<file path="src/rtl/ffs_request_server.sv">
// ffs_request_server: collects single-cycle request pulses into a pending
// vector and serves them lowest-index-first on a valid/ready output port.
//
// Handshake: out_valid is high whenever out_idx holds a served index. A transfer
// happens on a rising edge where out_valid && out_ready. While out_valid is high
// and out_ready is low, out_idx is held stable. out_valid never drops without
// a transfer, except on reset.
module ffs_request_server #(
  parameter int NENTRIES = 8,
  localparam int IDXW = $clog2(NENTRIES)
) (
  input  logic                clk,
  input  logic                rst,
  input  logic [NENTRIES-1:0] req_in,
  output logic                out_valid,
  input  logic                out_ready,
  output logic [IDXW-1:0]     out_idx,
  output logic [NENTRIES-1:0] pending,
  output logic                dup_drop,
  output logic                state_dbg
);

  typedef enum logic {
    IDLE  = 1'b0,
    OFFER = 1'b1
  } state_t;

  state_t              state_q;
  state_t              state_d;
  logic [IDXW-1:0]     sel;
  logic                sel_found;
  logic                load;
  logic [NENTRIES-1:0] clear_mask;
  logic [NENTRIES-1:0] pending_d;

  // Fixed-priority scan: lowest set bit of pending wins. The bound is static.
  always_comb begin
    sel       = '0;
    sel_found = 1'b0;
    for (int i = 0; i < NENTRIES; i++) begin
      if (!sel_found && pending[i]) begin
        sel       = IDXW'(i);
        sel_found = 1'b1;
      end
    end
  end

  // Next-state and load decision. A load either starts serving from IDLE or
  // refills out_idx back-to-back after an accepted transfer.
  always_comb begin
    state_d    = state_q;
    load       = 1'b0;
    clear_mask = '0;
    case (state_q)
      IDLE: begin
        if (sel_found) begin
          load    = 1'b1;
          state_d = OFFER;
        end
      end
      OFFER: begin
        if (out_ready) begin
          if (sel_found) begin
            load = 1'b1;
          end else begin
            state_d = IDLE;
          end
        end
      end
      default: state_d = IDLE;
    endcase
    if (load) begin
      clear_mask[sel] = 1'b1;
    end
  end

  // A new request wins over the clear of the bit being loaded this cycle, so
  // it survives as a fresh request.
  always_comb begin
    pending_d = (pending & ~clear_mask) | req_in;
  end

  // State, pending vector, held index and duplicate-request pulse.
  always_ff @(posedge clk) begin
    if (rst) begin
      state_q  <= IDLE;
      pending  <= '0;
      out_idx  <= '0;
      dup_drop <= 1'b0;
    end else begin
      state_q  <= state_d;
      pending  <= pending_d;
      dup_drop <= |(req_in & pending);
      if (load) begin
        out_idx <= sel;
      end
    end
  end

  assign out_valid = (state_q == OFFER);
  assign state_dbg = state_q;

endmodule

</file>
<file path="config.mk">
export PLATFORM = sky130hd
export DESIGN_NAME = ffs_request_server
export DESIGN_NICKNAME = d
export VERILOG_FILES = /design/src/rtl/ffs_request_server.sv
export SDC_FILE = /design/constraint.sdc
export NUM_CORES = 1
export LEC_CHECK = 0
export CORE_MARGIN = 5
export CORE_UTILIZATION = 29
export CTS_BUF_LIST = sky130_fd_sc_hd__clkbuf_4
export CTS_CLUSTER_DIAMETER = 40
export DETAILED_ROUTE_END_ITERATION = 6
export SLEW_MARGIN = 20
export SYNTH_ARGS = -nofsm -noshare
export SYNTH_HDL_FRONTEND = slang
export SYNTH_SLANG_ARGS = --single-unit
</file>
<file path="constraint.sdc">
create_clock -name clk -period 1.8 [get_ports clk]
set_clock_uncertainty 0.05 [all_clocks]
set_input_delay 0.18 -clock clk [delete_from_list [all_inputs] [get_ports clk]]
set_output_delay 0.18 -clock clk [all_outputs]
set_load 0.03 [all_outputs]
</file>
==> results summary, run 1 <==
The repair_antennas step left the layout with diodes totalling 0. The number of hold buffers added after CTS is 0. The library cell used as clock root buffer is clkbuf_4.

The share of cells above drive strength 1 came out at 7.447%. Setup violations remaining at the end of the flow were counted as 0. The mean instance size in the synthesized netlist came out at 8.390 um2. Among all flip-flop cells after synthesis, the most frequent one is dfxtp_1. For this run, the top clock speed supported by timing is 593.6 MHz.

The launch point of the critical path is pending[0]. Clock-pin slew was measured on the worst setup and hold paths at 80 ps. Sorting the synthesized cells by area gives the leading types as dfxtp_1 (46%), nor2_1 (13%), a211oi_1 (5.3%).

At the worst endpoint, the required time is 1570 ps. The global-route usage over all layers is 13.04%. The run finished with clean final reports. The sum of net half-perimeters after detailed placement is 1234 um. Total power for the finished layout comes to 762.8 uW. On the critical path the largest part of the delay comes from buffers and inverters.

The leakage power came out at 0.3189 nW. Walking the worst path, the cells encountered are clkdlybuf4s50_1. Among all stages on the critical path, the largest delay is contributed by clkdlybuf4s50_1. At the end of routability-driven placement, the weighted congestion stood at 0.8618. The total clock buffers created by CTS came out at 3. The placeable core area is 1922 um2. The synthesized instance count is 68.

The register-to-register setup slack is 140 ps. The final count of hold timing violations was 0. After detailed routing, the average wire length per cell comes to 13.27 um. For this run, the post-layout net count is 106. The number of antenna-violating nets in the routed design came out at 0.

The post-synthesis register bit count is 13. The number of H-tree levels is 1. The die width is 54.36 um. The combined area of all synthesized cells is 570.5 um2. The setup slack after placement is 151.7 ps. The maximum buffer depth of the clock tree came out at 2. Setup slack on the critical path of the routed design comes to 115.3 ps. The area growth from synthesis to layout is 51.32%. The count of distinct cell types in the synthesized netlist came out at 24.

The worst register-to-register path ends at pending[7]. The tree built by TritonCTS fans out to 13 sinks. For this run, the detailed router's first-pass iteration total came to 4. The footprint of the multi-input gates came out at 295.3 um2. The final standard cell utilization of the core came out at 44.92%. IR analysis of the VDD net gives a maximum drop of 542.0 uV. The worst min-delay path endpoint is out_idx[1].

In the routed layout, each cell is associated on average with a via count of 4.917. The number of ports placed on the die boundary came out at 25. The tool flagged a number of max-cap violations equal to 0. The worst max-slew margin expressed relative to the limit came out at 64.28%. In this run the power density over the cells is 883.5 nW/um2. The final cycle utilization of the critical path came out at 93.59%. The worst flop-to-flop path startpoint is pending[2]. In this run, the number of DRC markers left after iteration 0 of detailed routing was 6. Setup repair after global routing left no endpoint under its margin.

The count of warnings emitted by yosys is 0. The cell row count came out at 16. The maximum number of pins on one net before global-route repair came out at 14. The worst setup path is of the reg2out kind. The number of buffer cells added on primary ports is 24.

The number of antenna violations at the first check in global routing came to 0. The routed design could run at a clock period as short as 1685 ps. The stage delay of the slowest cell on the critical path came out at 720 ps.

From bottom edge to top edge, the die measures 54.36 um. The wire length after detailed routing is 1606 um. The start point of the worst hold path is out_idx[1].

For this run, the register share of the synthesized area comes to 45.61%. The clock latency at the later pin of the worst-skew pair came out at 270 ps. The summed negative setup slack over all endpoints is 0 ps. The library cells used most frequently in the layout, excluding fill and tap cells, are clkdlybuf4s50_1 (24), nor2_1 (19), dfxtp_1 (13).

The remaining routing DRC violations came out at 0. The maximum fanout encountered on the critical timing path came out at 7. TritonCTS built the clock tree. Buffers added to address setup during post-CTS repair amount to 0. Across the whole layout, storage elements account for 260.3 um2. The type of element launching the critical path is a flop. The starting density of the core came out at 29.69%. The via count of the first global-routing pass came to 572.

The data arrival time of the critical path came out at 1450 ps. The class of the worst hold path is reg2reg. The first-pass GRT wire length came out at 2704 um. Of all cell types, the one taking the most synthesized area is dfxtp_1. STA classifies the critical path endpoint as an output port. The number of gates resized after CTS was 0. The number of fillers in the final layout came out at 211. The combined buffer and inverter count along the critical path came out at 1. Global routing finished with a remaining overflow of 0. When the netlist entered floorplanning its net count stood at 79. The total number of vias is 595. The fraction of synthesis flops using an asynchronous set or reset pin came out at 0%.

The number of cells on the worst reg-to-reg path is 4. The transition time of the tightest slew-check pin is 535.8 ps. The die footprint is 2954 um2. Counting flops with a built-in enable in the synthesized netlist gives 0. The number of cells traversed by the worst hold path is 2. The most common library cell in the layout ignoring fill and taps is clkdlybuf4s50_1. The number of pins with negative max-slew slack in the final report came out at 0. The top cell type's share of synthesized area came out at 45.61%.
[power by group]
group / switching (mW) / leakage (nW) / internal, mW
logic: 0.124 / 0.192 / 0.104
registers: 0.0296 / 0.109 / 0.314
clock network: 0.0910 / 0.0184 / 0.101
[worst reg2reg max path, stage by stage (launching register included)]
cell,delay (ps)
dfxtp_1,370
or4_4,590
nor2_2,190
nor2_1,70
o31a_1,290
[cell type report]
type | instances | area share, %
Timing Repair Buffer | 24 | 27.83
Sequential cell | 13 | 30.14
Clock buffer | 4 | 3.478
Multi-Input combinational cell | 52 | 34.20
Tap cell | 27 | 3.913
Inverter | 1 | 0.4348
[Yosys cell counts (2+ instances only)]
cell,number
dfxtp_1,13
nor3_1,2
nor2_1,19
nand2b_1,2
a211oi_1,4
o31a_1,2
a21oi_1,4
nor4_1,2
a22oi_1,4
nand2_1,2
[metrics by stage]
step                area (um2)  hold slack, ps  cells
global route             863.3           499.0    121
floorplan                570.5           202.1     68
finish                   863.3           455.7    121
global placement         833.3           447.0    117
detailed placement       833.3           451.1    117
CTS                      863.3           462.0    121
[how the worst max path moves through the flow]
stage | slack, ps | endpoint | depth (start not counted)
2_1_floorplan | 100 | pending[7] | 4
3_3_place_gp | 200 | pending[7] | 4
3_5_place_dp | 150 | pending[7] | 4
4_1_cts | 110 | pending[1] | 1
5_1_grt | 40 | pending[1] | 1
6_report | 120 | pending[0] | 1
[per-layer routing]
layer	GRT usage (%)	wire length (um)
met1	17.29	730
met3	2.997	87
met2	18.73	751
met4	8.299	36
met5	0	0
[flip-flops by register name (all words and copies together) (netlist names)]
signal,flops
dup_drop,1
out_valid,1
out_idx,3
pending,8
[logic make-up after synthesis]
| kind of cell | count (synthesis) | share of synthesized area (%) |
|---|---|---|
| AO/OA/AOI/OAI | 20 | 25.66 |
| buffers and inverters | 3 | 2.631 |
| flip-flops | 13 | 45.61 |
| AND/OR/NAND/NOR | 32 | 26.10 |
No activity file was read; power rests on OpenSTA's default activity.
==> inputs of run 2 (changes only) <==
- CTS_CLUSTER_DIAMETER: 40 -> default
==> results of run 2 <==
The final DEF is identical to that of run 1; final timing and power are the same.
